## src/rtl/stopwatch_ctrl_if.sv

```systemverilog
// Command and display bundle for the stopwatch controller.
// Commands flow in from the button logic; digits and status flow out.
interface stopwatch_ctrl_if;
  logic       START;
  logic       STOP;
  logic       CLEAR;
  logic [3:0] ONES;
  logic [3:0] TENS;
  logic       RUNNING;
  logic       DONE;
  logic       TICK;

  modport master (
    output START, STOP, CLEAR,
    input  ONES, TENS, RUNNING, DONE, TICK
  );

  modport slave (
    input  START, STOP, CLEAR,
    output ONES, TENS, RUNNING, DONE, TICK
  );
endinterface

```

## src/rtl/stopwatch_ctrl.sv

```systemverilog
// Run/pause/clear sequencer for a prescaled two-digit stopwatch.
// Counts TENS:ONES up to TENS_MAX:ONES_MAX, then parks in DONE.
module stopwatch_ctrl #(
  parameter int PRESCALE = 4,
  parameter int ONES_MAX = 9,
  parameter int TENS_MAX = 5
) (
  input  logic CLK,
  input  logic RST,
  stopwatch_ctrl_if.slave bus
);

  localparam int PW = (PRESCALE > 1) ? $clog2(PRESCALE) : 1;

  typedef enum logic [1:0] {
    S_IDLE  = 2'd0,
    S_RUN   = 2'd1,
    S_PAUSE = 2'd2,
    S_DONE  = 2'd3
  } state_t;

  state_t        state_q, state_d;
  logic [PW-1:0] presc_q, presc_d;
  logic [3:0]    ones_q, ones_d;
  logic [3:0]    tens_q, tens_d;
  logic          tick;
  logic          ones_top;
  logic          tens_top;

  assign tick     = (state_q == S_RUN) &&
                    (presc_q == PW'(PRESCALE - 1));
  assign ones_top = (ones_q == 4'(ONES_MAX));
  assign tens_top = (tens_q == 4'(TENS_MAX));

  // Next-state, prescaler and digit update; CLEAR > STOP > START.
  always_comb begin
    state_d = state_q;
    presc_d = presc_q;
    ones_d  = ones_q;
    tens_d  = tens_q;
    unique case (state_q)
      S_IDLE: begin
        if (bus.CLEAR) begin
          presc_d = '0;
          ones_d  = '0;
          tens_d  = '0;
        end else if (bus.START) begin
          state_d = S_RUN;
        end
      end
      S_RUN: begin
        if (bus.CLEAR) begin
          state_d = S_IDLE;
          presc_d = '0;
          ones_d  = '0;
          tens_d  = '0;
        end else if (tick) begin
          presc_d = '0;
          if (ones_top && tens_top) begin
            state_d = S_DONE;
          end else begin
            if (ones_top) begin
              ones_d = '0;
              tens_d = tens_q + 4'd1;
            end else begin
              ones_d = ones_q + 4'd1;
            end
            if (bus.STOP) state_d = S_PAUSE;
          end
        end else begin
          presc_d = presc_q + PW'(1);
          if (bus.STOP) state_d = S_PAUSE;
        end
      end
      S_PAUSE: begin
        if (bus.CLEAR) begin
          state_d = S_IDLE;
          presc_d = '0;
          ones_d  = '0;
          tens_d  = '0;
        end else if (bus.START) begin
          state_d = S_RUN;
        end
      end
      S_DONE: begin
        if (bus.CLEAR) begin
          state_d = S_IDLE;
          presc_d = '0;
          ones_d  = '0;
          tens_d  = '0;
        end
      end
      default: begin
        state_d = S_IDLE;
        presc_d = '0;
        ones_d  = '0;
        tens_d  = '0;
      end
    endcase
  end

  // State and counter registers.
  always_ff @(posedge CLK or negedge RST) begin
    if (!RST) begin
      state_q <= S_IDLE;
      presc_q <= '0;
      ones_q  <= '0;
      tens_q  <= '0;
    end else begin
      state_q <= state_d;
      presc_q <= presc_d;
      ones_q  <= ones_d;
      tens_q  <= tens_d;
    end
  end

  assign bus.ONES    = ones_q;
  assign bus.TENS    = tens_q;
  assign bus.RUNNING = (state_q == S_RUN);
  assign bus.DONE    = (state_q == S_DONE);
  assign bus.TICK    = tick;

endmodule
```

## src/flat_wrapper.sv

```systemverilog
// flat-port wrapper written by rule: the top's interface ports become plain ports
module stopwatch_ctrl_flat 
#(
  parameter int PRESCALE = 4,
  parameter int ONES_MAX = 9,
  parameter int TENS_MAX = 5
)
  (CLK, RST, bus_START, bus_STOP, bus_CLEAR, bus_ONES, bus_TENS, bus_RUNNING, bus_DONE, bus_TICK);
  stopwatch_ctrl_if bus_i ();
  input  logic CLK;
  input  logic RST;
  input wire logic [$bits(bus_i.START)-1:0] bus_START;
  input wire logic [$bits(bus_i.STOP)-1:0] bus_STOP;
  input wire logic [$bits(bus_i.CLEAR)-1:0] bus_CLEAR;
  output wire logic [$bits(bus_i.ONES)-1:0] bus_ONES;
  output wire logic [$bits(bus_i.TENS)-1:0] bus_TENS;
  output wire logic [$bits(bus_i.RUNNING)-1:0] bus_RUNNING;
  output wire logic [$bits(bus_i.DONE)-1:0] bus_DONE;
  output wire logic [$bits(bus_i.TICK)-1:0] bus_TICK;
  assign bus_i.START = bus_START;
  assign bus_i.STOP = bus_STOP;
  assign bus_i.CLEAR = bus_CLEAR;
  assign bus_ONES = bus_i.ONES;
  assign bus_TENS = bus_i.TENS;
  assign bus_RUNNING = bus_i.RUNNING;
  assign bus_DONE = bus_i.DONE;
  assign bus_TICK = bus_i.TICK;
  stopwatch_ctrl #(.PRESCALE(PRESCALE), .ONES_MAX(ONES_MAX), .TENS_MAX(TENS_MAX)) u_core (.CLK(CLK), .RST(RST), .bus(bus_i));
endmodule
```

## config.mk

```make
export PLATFORM = sky130hd
export DESIGN_NAME = stopwatch_ctrl_flat
export DESIGN_NICKNAME = d
export VERILOG_FILES = /design/src/rtl/stopwatch_ctrl_if.sv /design/src/rtl/stopwatch_ctrl.sv /design/src/flat_wrapper.sv
export SDC_FILE = /design/constraint.sdc
export NUM_CORES = 1
export LEC_CHECK = 0
export BUFFER_PORTS_ARGS = -buffer_cell sky130_fd_sc_hd__buf_2
export CAP_MARGIN = 15
export CORE_MARGIN = 1.5
export CORE_UTILIZATION = 35
export CTS_CLUSTER_SIZE = 25
export DETAILED_ROUTE_END_ITERATION = 10
export GPL_TIMING_DRIVEN = 0
export HOLD_SLACK_MARGIN = 0.05
export PLACE_DENSITY = 0.65
export SETUP_SLACK_MARGIN = 0.15
export SLEW_MARGIN = 20
export SYNTH_ARGS = -nofsm -noshare
export SYNTH_HDL_FRONTEND = slang
export SYNTH_SLANG_ARGS = --single-unit
```

## constraint.sdc

```tcl
create_clock -name CLK -period 1.92 [get_ports CLK]
set_input_delay 0.288 -clock CLK [delete_from_list [all_inputs] [get_ports CLK]]
set_output_delay 0.288 -clock CLK [all_outputs]
set_load 0.1 [all_outputs]
```

* After elaboration in Yosys (flattened, before gate mapping)
Index checks and enable logic that the tools add are counted.
** Storage, ports and cells
- Flip-flop bits (word level) :: 12
- Bits in latches :: 0
- Bits in read-only memories :: 0
- Output and inout bits :: 11
- Memory bits (writable) :: 0
- Memories kept :: 0
- Word-level logic and storage cells :: 49
** Operators by class
- Bitwise logic cells :: 0
- Multipliers :: 0
- Mux-type cells :: 23
- Magnitude comparators :: 0
- Reduce and logical (&&, ||, !) cells :: 7
- Shifts and indexed selects :: 0
- Add/subtract/negate cells :: 3
- Divide/modulo/power cells :: 0
- Equality and inequality tests :: 12
** Operator list (count)
- two-way mux 4 bit :: 9
- two-way mux 2 bit :: 10
- case mux 4 bit (2 select lines) :: 2
- adder 4 x 1 -> 4 bit, second input constant :: 2
- case mux 2 bit (4 select lines) :: 1
- == test 2 bit, second input constant :: 3
- inequality test 3 x 2 -> 1 bit, second input constant :: 2
- == test 4 x 3 -> 1 bit, second input constant :: 1
- == test 4 bit, second input constant :: 1
- inequality test 2 bit, second input constant :: 2
- case mux 2 bit (2 select lines) :: 1
- AND reduction 4 bit :: 1
- inequality test 3 bit, second input constant :: 1
- AND reduction 3 bit :: 1
- OR reduction 3 bit :: 1
- adder 2 x 1 -> 2 bit, second input constant :: 1
- == test 2 x 1 -> 1 bit, second input constant :: 1
- logical AND 1 bit :: 2
- zero test 2 bit :: 1
- inequality test 2 x 1 -> 1 bit, second input constant :: 1
- AND reduction 2 bit :: 1

* Depth between registers and ports, before layout
- Word-level depth :: 6
- Mapped depth :: 6

* Worst setup path before layout
No wires, ideal clock.
- Kind :: register to register
- Start point :: reg u_core.ones_q[0] (netlist: u_core.bus.ONES[0])
- End point :: reg u_core.tens_q[3] (netlist: u_core.bus.TENS[3])
- Path buffers :: 0
- Cell stages (with the launch flop) :: 6
- Data required time :: 1.787 ns
- Slack :: -0.116 ns
- Data arrival time :: 1.903 ns
- Cells stage by stage :: dfrtp_1 ha_1 nand3b_1 nor3_2 mux2i_1 nor2_1
** On the way
- Word-level cells in the longest chain between the ends :: 4
- Elaborated cells on any way between the ends :: 5
** Ends and longest elaborated chain
- from (decl) :: line stopwatch_ctrl.sv:24 : logic [3:0] ones_q, ones_d;
- from (signal assigned) :: line stopwatch_ctrl.sv:112 : ones_q <= ones_d;
- == test 4 bit * :: line stopwatch_ctrl.sv:32 : assign ones_top = (ones_q == 4'(ONES_MAX));
- logical AND 1 bit :: line stopwatch_ctrl.sv:59 : if (ones_top && tens_top) begin
- inequality test 3 bit (no source line)
- AND reduction 4 bit (no source line) *
- to (signal assigned) :: line stopwatch_ctrl.sv:113 : tens_q <= tens_d;
- to (decl) :: line stopwatch_ctrl.sv:25 : logic [3:0] tens_q, tens_d;
Mark *: on every way between the ends. The rest lies on a longest branch, timed or not.
A chain may end at the register's enable or synchronous reset.

* Worst setup path in the final report
- Start point :: reg u_core.presc_q[0]
- End point :: out bus_TICK
** On the way
- Word-level cells in the longest chain between the ends :: 2
** Ends and longest elaborated chain
- from (decl) :: line stopwatch_ctrl.sv:23 : logic [PW-1:0] presc_q, presc_d;
- from (signal assigned) :: line stopwatch_ctrl.sv:111 : presc_q <= presc_d;
- == test 2 bit :: line stopwatch_ctrl.sv:31 : (presc_q == PW'(PRESCALE - 1));
- logical AND 1 bit :: line stopwatch_ctrl.sv:30 : assign tick = (state_q == S_RUN) &&
- to (decl) :: line flat_wrapper.sv:19 : output wire logic [$bits(bus_i.TICK)-1:0] bus_TICK;
No other way between the ends.

==> summary.txt <==
Yosys
  • Synth cell count leaders: dfrtp_1, nor2_1, nand2_1
  • Most common cell in the netlist: dfrtp_1
  • Most common flop cell mapped by yosys: dfrtp_1
  • Top post-synthesis cells by area: dfrtp_1, ha_1, nor2_1
  • Mapped Area: approximately 700 µm²
  • Post-synth EDFFs: 0
  • Synth Instances: 73
  • Top cell type's share of synthesized area: 0.4293
  • Avg Inst Size Synth: 9.581 µm²
  • Yosys cell types: 31
  • Syn Nets: 83
  • Register area share after synthesis: 0.4293
  • Area leader, netlist: dfrtp_1
  • Warnings from Yosys: 0
  • Post-synth ARST share: 1.000
  • Synthesized flop and latch total: 12

Setup path
  • Type of origin of the critical path: flip-flop
  • Crit Path Category: flip-flop to primary output
  • R2R depth: 6
  • Crit. End Element: primary output
  • Crit path DAT: 1.40 ns
  • CP Max Fanout: 6
  • Crit Reg-Reg Endpoint: u_core.bus.TENS[3]$_DFFE_PN0P_
  • Crit path required time: around 1.6 ns
  • R2R setup slack: ~0.47 ns
  • Critical R2R Launch: u_core.bus.ONES[1]$_DFFE_PN0P_

Floorplanning
  • Std cell rows: 15
  • Die area: 0.002275 mm²
  • Die Y: ~48 µm
  • Initial Utilization: 0.3882
  • Die width: about 48 µm
  • Core area: 0.001802 mm²
  • I/O pins: 16

Drt
  • Drt wl/cell: 11.39 µm
  • Final wirelength: around 1300 µm
  • DRC Markers: 0
  • Via count: a little under 600
  • Drt first pass iters: 3
  • Drt via density: ~5
  • Drt first-iter violations: 4
  • M1 wire length: ~660 µm
  • DR WL met3: around 40 µm
  • Routed wl met2: roughly 630 µm
  • Highest routed layer: met4
  • Final ANT Viol Nets: 0

Placed design
  • Cells after DPL: around 110
  • Placer Congestion: between 0.7 and 0.8
  • HPWL after DPL: about 1000 µm
  • IO buf count: 15
  • Place WS: just over 0.3 ns

CTS
  • Worst-skew pair later-pin latency: 0.27 ns
  • Postcts setup bufs: 0
  • Number of H-tree levels: 1
  • Max Root-Sink Buffers: 2
  • Root Driver: clkbuf_4
  • Clock Sinks: 12
  • CTS Buf Count: 3
  • Clock transition at path regs: ~0.080 ns
  • CTS tree: yes

GRT
  • Pin count of the biggest net entering global routing: 13
  • Vias in the first global route: about 540
  • First-pass GRT wire length: between 2000 and 2500 µm
  • Total track usage: 0.1481
  • Total grt overflow: 0
  • Antenna violations before repair: 0

Hold path
  • Hold path endpoint: u_core.state_q[0]$_DFFE_PN0P_
  • HP Start: bus_STOP
  • Hold path depth: 2
  • Min-Delay Path Class: primary input to flip-flop

Timing
  • Setup Viol. Count Final: 0
  • Fin worst setup slack: approximately 0.23 ns
  • Slew Limit Headroom: 0.6827
  • Slew Limit Fails: 0
  • Setup total negative slack: 0 ns
  • Final Cycle Share: 0.8808
  • Max Clk Rate: 591.3 MHz
  • Final hold viol count: 0
  • Slew of the pin with the lowest slew margin: around 0.48 ns
  • Clock Skew: between 0.003 and 0.004 ns
  • Final min period: 1.691 ns
  • RSZ-0062 raised after global routing: true

Finish
  • FF+latch area: between 300 and 400 µm²
  • Final std cells w/o fill: approximately 120
  • Fillers: 188
  • Final #Nets: approximately 100
  • Area grow syn2layout: 25.22%
  • Area of the multi-input gates: 377.9 µm²
  • Ant diodes: 0
  • Share of layout cells above drive strength 1: 0.3333

Power and ir drop
  • Total Power: approximately 520 µW
  • Worst VDD drop: 0.2951 mV
  • Leakage power: slightly above 0.4 nW
  • Pwr per Cell Area: about 600 mW/mm²

Outcome
  • Outcome: finished clean

Job
  • Max-cap violation count: 0
==> metrics by stage <==
step | hold WS (ns) | cell area, µm² | utilization
6_report | 0.2143 | 875.8 | 0.4861
5_1_grt | 0.2020 | 875.8 | 0.4861
4_1_cts | 0.2037 | 863.3 | 0.4792
3_5_place_dp | 0.1835 | 812.0 | 0.4507
3_3_place_gp | 0.1857 | 812.0 | 0.4507
2_1_floorplan | -0.007591 | 705.7 | -
==> critical path, stage by stage, from the launching register on <==
cell     delay, ns
dfrtp_1       0.38
ha_2          0.23
and3b_1       0.16
buf_4         0.14
buf_6         0.22
==> per-layer routing <==
layer / up-vias / global-route usage
met5: - / 0
met4: 0 / 0.05946
met3: 2 / 0.05660
met2: 12 / 0.2000
met1: 276 / 0.2111
li1: 299 / -
==> report_power, final <==
part	total [mW]	switching [mW]	internal (mW)	leakage (nW)
registers	0.264	0.00569	0.258	0.157
logic	0.0591	0.0417	0.0175	0.224
clock network	0.199	0.0836	0.115	0.0210
==> kinds of logic (layout without fill, tap and decap cells) <==
logic type | Yosys count | count (layout) | synth area share
and+or+nand+nor | 33 | 33 | 0.2523
DFF | 12 | 12 | 0.4293
buffers and inverters | 6 | 26 | 0.03756
adders and majority gates | 5 | 5 | 0.08945
AOI/OAI and AO/OA | 14 | 14 | 0.1521
muxes | 1 | 1 | 0.01431
xor gates and xnor gates | 2 | 2 | 0.02505
==> cells in the final DEF (no fill, tap or decap), types with 2 or more instances in the layout <==
cell	n
a21oi_1	4
dfrtp_2	5
clkbuf_4	3
nand4_1	2
xor2_1	2
nor2_1	9
nand2_1	8
inv_1	4
ha_1	4
buf_6	2
dfrtp_1	7
buf_2	13
nand3b_1	4
and3b_1	2
==> sequential cells by signal, indices dropped and copies added, names as in the netlist <==
signal and flops:
u_core.state_q 2, u_core.bus.TENS 4, u_core.presc_q 2, u_core.bus.ONES 4
==> final cells by class <==
| type | count | share of cell area |
|---|---|---|
| clock buffer | 4 | 0.04143 |
| tap | 25 | 0.03571 |
| sequential | 12 | 0.3500 |
| buffer | 2 | 0.01286 |
| multi-input combinational | 55 | 0.4314 |
| inverter | 4 | 0.01714 |
| timing repair buffer | 16 | 0.1114 |
==> how the worst max path moves through the flow <==
stage	endpoint	start	depth (start not counted)	slack, ns
final	bus_TICK	u_core.presc_q[0]$_DFFE_PN0P_	4	0.23
after global routing	bus_TICK	u_core.presc_q[0]$_DFFE_PN0P_	4	0.15
after CTS	bus_TICK	u_core.presc_q[0]$_DFFE_PN0P_	4	0.13
after detailed placement	bus_TICK	u_core.presc_q[0]$_DFFE_PN0P_	4	0.31
after global placement	bus_TICK	u_core.presc_q[0]$_DFFE_PN0P_	4	0.30
after floorplan	u_core.state_q[0]$_DFFE_PN0P_	u_core.bus.TENS[2]$_DFFE_PN0P_	4	0.18
==> timing repair <==
item | in CTS | in global routing
setup endpoints to repair | 2 | 2
gates resized for setup | 2 | 4
hold buffers | 1 | 0
hold endpoints to repair | 12 | 0
(Power assumes the default switching activity.)
